File: src/rtl/sprite_commit_scheduler.sv
// Vblank-synchronised commit scheduler: replays dirty sprite shadow entries one per clock from the next vblank rise.
// Optional macro SPRITE_COMMIT_VBLANK_SYNC_EN adds a 2-flop synchroniser on vblank for a foreign video clock.
module sprite_commit_scheduler #(
    parameter int PLANES      = 7,
    parameter int ADDR_WIDTH  = 3,
    parameter int DATA_WIDTH  = 32,
    parameter int FRAME_WIDTH = 16
) (
    input  logic                         clk,
    input  logic                         reset,
    input  logic                         cpu_we,
    input  logic [ADDR_WIDTH-1:0]        cpu_addr,
    input  logic [1:0]                   cpu_sel,
    input  logic signed [DATA_WIDTH-1:0] cpu_data,
    input  logic                         commit_req,
    input  logic                         vblank,
    output logic                         commit_pending,
    output logic                         commit_busy,
    output logic                         spr_we,
    output logic [ADDR_WIDTH-1:0]        spr_addr,
    output logic signed [DATA_WIDTH-1:0] spr_x,
    output logic signed [DATA_WIDTH-1:0] spr_y,
    output logic                         spr_en,
    output logic [FRAME_WIDTH-1:0]       frame_count,
    output logic [1:0]                   dbg_state
);

    // Handshake: cpu_we is a single-cycle write strobe (no ready), commit_req a one-cycle
    // pulse, and spr_we a one-cycle strobe qualifying spr_addr/spr_x/spr_y/spr_en.

    typedef enum logic [1:0] {
        IDLE   = 2'd0,
        ARMED  = 2'd1,
        COMMIT = 2'd2,
        DONE   = 2'd3
    } state_t;

    localparam logic [ADDR_WIDTH-1:0] LAST_IDX = ADDR_WIDTH'(PLANES - 1);
    localparam logic [ADDR_WIDTH:0]   PLANES_W = (ADDR_WIDTH + 1)'(PLANES);

    state_t                         state;
    logic [ADDR_WIDTH-1:0]          idx;
    logic                           req_latched;
    logic [PLANES-1:0]              dirty;
    logic signed [DATA_WIDTH-1:0]   shadow_x [PLANES];
    logic signed [DATA_WIDTH-1:0]   shadow_y [PLANES];
    logic [PLANES-1:0]              shadow_en;
    logic                           vblank_src;
    logic                           vblank_d;
    logic                           rise;
    logic                           wr_ok;

    assign dbg_state = state;

`ifdef SPRITE_COMMIT_VBLANK_SYNC_EN
    logic vblank_s1;
    logic vblank_s2;

    always_ff @(posedge clk or posedge reset) begin
        if (reset) begin
            vblank_s1 <= 1'b0;
            vblank_s2 <= 1'b0;
        end else begin
            vblank_s1 <= vblank;
            vblank_s2 <= vblank_s1;
        end
    end

    assign vblank_src = vblank_s2;
`else
    assign vblank_src = vblank;
`endif

    always_ff @(posedge clk or posedge reset) begin
        if (reset) begin
            vblank_d <= 1'b0;
        end else begin
            vblank_d <= vblank_src;
        end
    end

    assign rise  = vblank_src & ~vblank_d;
    assign wr_ok = cpu_we && ({1'b0, cpu_addr} < PLANES_W) && (cpu_sel != 2'd3);

    always_ff @(posedge clk or posedge reset) begin
        if (reset) begin
            state          <= IDLE;
            idx            <= '0;
            req_latched    <= 1'b0;
            dirty          <= '0;
            shadow_en      <= '0;
            commit_pending <= 1'b0;
            commit_busy    <= 1'b0;
            spr_we         <= 1'b0;
            spr_addr       <= '0;
            spr_x          <= '0;
            spr_y          <= '0;
            spr_en         <= 1'b0;
            frame_count    <= '0;
            for (int i = 0; i < PLANES; i++) begin
                shadow_x[i] <= '0;
                shadow_y[i] <= '0;
            end
        end else begin
            spr_we <= 1'b0;

            // Emission reads the shadow before this cycle's CPU write lands; a write to the
            // same index re-sets dirty below so the new value rides the next commit.
            if (state == COMMIT && dirty[idx]) begin
                spr_we     <= 1'b1;
                spr_addr   <= idx;
                spr_x      <= shadow_x[idx];
                spr_y      <= shadow_y[idx];
                spr_en     <= shadow_en[idx];
                dirty[idx] <= 1'b0;
            end

            if (wr_ok) begin
                case (cpu_sel)
                    2'd0:    shadow_x[cpu_addr]  <= cpu_data;
                    2'd1:    shadow_y[cpu_addr]  <= cpu_data;
                    default: shadow_en[cpu_addr] <= cpu_data[0];
                endcase
                dirty[cpu_addr] <= 1'b1;
            end

            case (state)
                IDLE: begin
                    if (commit_req) begin
                        state          <= ARMED;
                        commit_pending <= 1'b1;
                    end
                end
                ARMED: begin
                    if (rise) begin
                        state          <= COMMIT;
                        commit_pending <= 1'b0;
                        commit_busy    <= 1'b1;
                        idx            <= '0;
                    end
                end
                COMMIT: begin
                    if (commit_req) begin
                        req_latched <= 1'b1;
                    end
                    if (idx == LAST_IDX) begin
                        state       <= DONE;
                        commit_busy <= 1'b0;
                    end else begin
                        idx <= idx + ADDR_WIDTH'(1);
                    end
                end
                DONE: begin
                    frame_count <= frame_count + FRAME_WIDTH'(1);
                    req_latched <= 1'b0;
                    if (req_latched || commit_req) begin
                        state          <= ARMED;
                        commit_pending <= 1'b1;
                    end else begin
                        state <= IDLE;
                    end
                end
                default: begin
                    state <= IDLE;
                end
            endcase
        end
    end

endmodule

File: config.mk
export PLATFORM = sky130hd
export DESIGN_NAME = sprite_commit_scheduler
export DESIGN_NICKNAME = d
export VERILOG_FILES = /design/src/rtl/sprite_commit_scheduler.sv
export SDC_FILE = /design/constraint.sdc
export NUM_CORES = 1
export LEC_CHECK = 0
export BUFFER_PORTS_ARGS = -buffer_cell sky130_fd_sc_hd__clkbuf_2
export CORE_MARGIN = 3
export CORE_UTILIZATION = 35
export DETAILED_ROUTE_END_ITERATION = 6
export PLACE_DENSITY_LB_ADDON = 0.25
export SYNTH_ARGS = -nofsm -noshare
export SYNTH_HDL_FRONTEND = slang
export SYNTH_SLANG_ARGS = --single-unit
File: constraint.sdc
create_clock -name clk -period 31.3 [get_ports clk]
set_clock_uncertainty 0.1 [all_clocks]
set_input_delay 1.565 -clock clk [delete_from_list [all_inputs] [get_ports clk]]
set_output_delay 1.565 -clock clk [all_outputs]
set_load 0.005 [all_outputs]
---- Word level (Yosys, flattened, before mapping) ----
Cells that the tools add are included.
word-level totals
  register bits after elaboration ......... 556
operators by class
  add/subtract/negate cells ............... 2
  magnitude comparators ................... 8
  eq/ne operators ......................... 12
  muxes and demuxes ....................... 38
  bitwise logic cells ..................... 8
  reductions and logical operators ........ 21
operator list
  kind                                                        count
  bitwise mux 224 bit                                         2
  binary-select mux 32 bit (select 3 bit)                     2
  two-way mux 32 bit                                          5
  demux 32 bit (select 3 bit)                                 1
  adder 16 x 1 -> 16 bit, second input constant               1
  two-way mux 7 bit                                           2
  inequality test 2 bit, second input constant                6
  two-way mux 1 bit                                           11
  AND reduction 3 bit                                         3
  >= comparator 4 bit, second input constant                  2
  less-than comparator 3 x 4 -> 1 bit, second input constant  2
  inverter 3 -> 4 bit                                         2
  case mux 2 bit (4 select lines)                             1
  AND reduction 2 bit                                         4
  AND 7 bit                                                   1
  bitwise mux 7 bit                                           1
  inverter 7 bit                                              1
  OR 7 bit                                                    1
  binary-select mux 1 bit (select 3 bit)                      2
  demux 1 bit (select 3 bit)                                  2
  >= comparator 3 x 1 -> 1 bit, second input constant         2
  logical AND 1 bit                                           6
  two-way mux 2 bit                                           3
  two-way mux 3 bit                                           2
  other kinds (18)                                            24

---- Depth between registers and ports, before layout ----
  depth in word-level cells ............... 9
  depth in mapped cells ................... 9
  mapped depth without buffers ............ 6

---- Worst setup path before layout ----
No wires, ideal clock.
  path kind ............................... input-to-reg
  start point ............................. input cpu_addr[0]
  end point ............................... register shadow_x[128] (netlist name)
  setup time .............................. 125 ps
  arrival time ............................ 2913 ps
  data required time ...................... 31075 ps
  path slack .............................. 28162 ps
  stages on the path ...................... 5
  cell sequence ........................... buf_6 > or3b_4 > nor2_1 > buf_6 > mux2_2
between the ends
  cells in the longest elaborated chain, start to end .. 6
  elaborated cells on any way between the ends .. 11
  those cells by class .................... order compare (3); mux (3); bitwise (1); reduce/logical (4)
ends and longest elaborated chain
  what                                                                                              line  RTL
  start, declared                                                                                   12    input logic [ADDR_WIDTH-1:0] cpu_addr,
  inverter 3 -> 4 bit (not written as such)                                                         120   2'd0: shadow_x[cpu_addr] <= cpu_data;
  >= comparator 4 bit (not written as such) or less-than comparator 4 x 1 -> 1 bit (tied branches)  120
  logical AND 1 bit (not written as such)                                                           120
  two-way mux 32 bit (not written as such)                                                          120
  demux 32 bit (select 3 bit)                                                                       120
  bitwise mux 224 bit                                                                               120
  end signal, assigned by index                                                                     120
  end, declared                                                                                     45    logic signed [DATA_WIDTH-1:0] shadow_x [PLANES];
Several ways; a longest one is shown, not always the timed one.
A chain may end at the register's enable or synchronous reset.

---- Final worst setup path ----
  start point ............................. register idx[2]
  end point ............................... register spr_x[7]
between the ends
  cells in the longest elaborated chain, start to end .. 4
  elaborated cells on any way between the ends .. 7
  those cells by class .................... mux (5); bitwise (1); reduce/logical (1)
ends and longest elaborated chain
  what                                                   line  RTL
  start, declared                                        42    logic [ADDR_WIDTH-1:0] idx;
  start signal, assigned                                 150   idx <= idx + ADDR_WIDTH'(1);
  inverter 3 -> 4 bit (not written as such)              112   spr_x <= shadow_x[idx];
  binary-select mux 32 bit (select 3 bit)                112
  two-way mux 32 bit (not written as such) (2 in a row)  112
  end signal, assigned                                   112
  end, declared                                          21    output logic signed [DATA_WIDTH-1:0] spr_x,
Several ways; a longest one is shown, not always the timed one. The select of a mux whose other input is x is not followed.

==> metrics <==
total number of vias=14557; most frequent cells in the layout=554 x dfrtp_1, 542 x mux2_2, 130 x clkbuf_2, 69 x mux2i_1, 69 x clkbuf_16; Post-Synth Simple-Gate Area=3.02%; Core Util, Final=40.6%; largest family of logic cells by synthesized area=multiplexers; Yosys warning total=0; TritonCTS Buffers=66; Clock transition at path regs=0.06 ns; max_cap viols=0; RSZ-0062 raised after global routing=no; drt first pass iters=5; maximum VDD drop=40.9 uV; Hold Fails Final Rpt=0; Tcrit/Tclk final=14.6%; Slew Viols, Final=0; HP Class=flop to flop; GPL Wtd Cong=0.711; Worst-Margin Slew=1.24 ns; first-pass GRT wire length=96500 microns; CP Launch Type=flop; synthesized flop and latch total=556; # rows=97; CTS tree=yes; post-synthesis async set-or-reset flop share=100%; Root Buffer=clkbuf_16; fin nets=1884; Skew-Pair Late Insertion Delay=0.59 ns; slowest stage delay, CP=0.91 ns; synthesized area=25100 sq um; cell chain of the critical path=buf_4 -> or2_2 -> o221ai_2 -> nor2_4 -> buf_4 -> mux2_2; pwr/cell area=80.1 nW/um^2; Die ar.=75100 sq um; register area share after synthesis=55.3%; most frequent CP cell=buf_4; status=complete, no violations; predominant post-synthesis flop cell=dfrtp_1; post-synthesis mux area share=32.8%; Detailed Place HPWL=35500 microns; cts repair resizes=0; WL final=61100 microns; most common cell after layout, fill and taps aside=dfrtp_1; layout cells sized above 1=49.1%; synthesized area per cell=14.3 sq um; hold_buf cts=0; crit path DAT=4.92 ns; Syn Inst Count=1761; Synth Area in Adders=0.398%; First DRT Iteration DRCs=739; Die Wd=274 microns; final setup violating endpoints=0; Area growth, synth to finish=14.1%; unique cell type count in the Yosys netlist=48; Synth Area in Compound Gates=4.69%; TNS Setup=0 ns; Core ar.=70600 sq um; num ports=131; leakage=13.0 nW; vias per std cell=5.16; CTS Sinks=556; Setup WS pre-CTS=26.65 ns; Max FO, Critical Path=46; slew margin rel.=16.8%; Tot GR Track Use=16.5%; Detail Route Antenna Nets=0; Wirelength per Cell=21.7 microns; drt drc=0; setup bufs post-CTS=0; Crit Path Class=flop to flop; Port Buf Inserts=130; antenna violations before repair=2; largest net degree at the start of global routing=186; syn_nets=1811; H-tree depth=3; maximum clock rate=219 MHz; CP max-delay cell=nor2_4; fin crit period=4.56 ns; Post-Synth XOR/XNOR Area=0.523%; setup ws final=26.74 ns; Vert. Die Dim=274 microns; Crit path required time=31.66 ns; number of flops mapped to enable cells by yosys=0; vias in the first global route=15940; grt total ovfl=0; initial core utilization=35.6%; type of destination of the critical path=flop; Longest Clk Path Bufs=3
-- cell usage after synthesis, types with 7 or more instances --
master | number | area share, %
a21oi_1 | 65 | 1.3
a2bb2oi_1 | 34 | 1.2
buf_2 | 45 | 0.90
buf_4 | 19 | 0.57
buf_6 | 13 | 0.58
clkbuf_1 | 65 | 0.97
dfrtp_1 | 556 | 55
ha_1 | 8 | 0.40
inv_1 | 9 | 0.13
mux2_1 | 7 | 0.31
mux2_2 | 542 | 24
mux2_4 | 40 | 2.4
mux2i_1 | 69 | 2.7
mux4_2 | 34 | 3.0
nand2_1 | 50 | 0.75
nand3_1 | 7 | 0.14
nor2_1 | 16 | 0.24
o21ai_0 | 51 | 1.0
o22ai_1 | 32 | 0.80
or2_2 | 31 | 0.77
xnor2_1 | 12 | 0.42
-- worst paths after layout --
check / depth (start not counted) / start / end / slack [ns]
max: 6 / idx[2] / spr_x[7] / 26.74
min: 1 / frame_count[15] / frame_count[15] / 0.37
max reg2reg: 6 / idx[2] / spr_x[7] / 26.74
min reg2reg: 1 / frame_count[15] / frame_count[15] / 0.37
max in group asynchronous: 4 / reset / shadow_x[76] / 27.57
min in group asynchronous: 2 / reset / frame_count[9] / 1.04
-- cell families after synthesis --
group,after synthesis
AOI/OAI and AO/OA,193
adders and majority gates,8
muxes,692
xor gates and xnor gates,15
DFF,556
buffers and inverters,157
and+or+nand+nor,140
-- per-layer routing --
metal	routed length, microns	global-route usage (%)
met2	30500	28.4
met1	27300	21.6
met3	2130	2.85
met4	1120	4.25
met5	11	0
-- final cells by class --
cell class,count,area [sq um]
Antenna cell,1,2.50
Clock buffer,99,1970
Clock inverter,14,206
Fill cell,6652,42000
Inverter,9,43.8
Multi-Input combinational cell,1048,10500
Sequential cell,556,13900
Tap cell,940,1180
Timing Repair Buffer,153,861
-- report_power, final --
group	switching [W]	internal [W]
Clock	0.000294	0.000474
Combinational	0.000265	0.000294
Sequential	0.0000949	0.000875
Total	0.000654	0.00164
-- flip-flops by register name, summed over array words and instances, names as in the netlist --
signal / flops
commit_busy: 1
commit_pending: 1
dbg_state: 2
dirty: 7
frame_count: 16
idx: 3
req_latched: 1
shadow_en: 7
shadow_x: 224
shadow_y: 224
spr_addr: 3
spr_en: 1
spr_we: 1
spr_x: 32
spr_y: 32
vblank_d: 1
-- stage by stage --
step	hold WS [ns]	total power (W)	instances	instance area, sq um
after CTS	0.383	0.00234	2819	28700
after floorplan	0.354	0.00137	1761	25100
after global placement	0.362	0.00153	2706	26500
final	0.370	0.00230	2820	28700
after global routing	0.401	0.00243	2819	28700
after detailed placement	0.374	0.00155	2706	26500
-- worst max-delay path, delay by kind of cell (launching register included) --
kind                   cells  cell delay [ns]
AO/OA/AOI/OAI              1             0.21
AND/OR/NAND/NOR            2             1.76
flip-flops                 1             0.60
buffers and inverters      2             1.27
multiplexers               1             0.41
No activity file was read; power rests on OpenSTA's default activity.
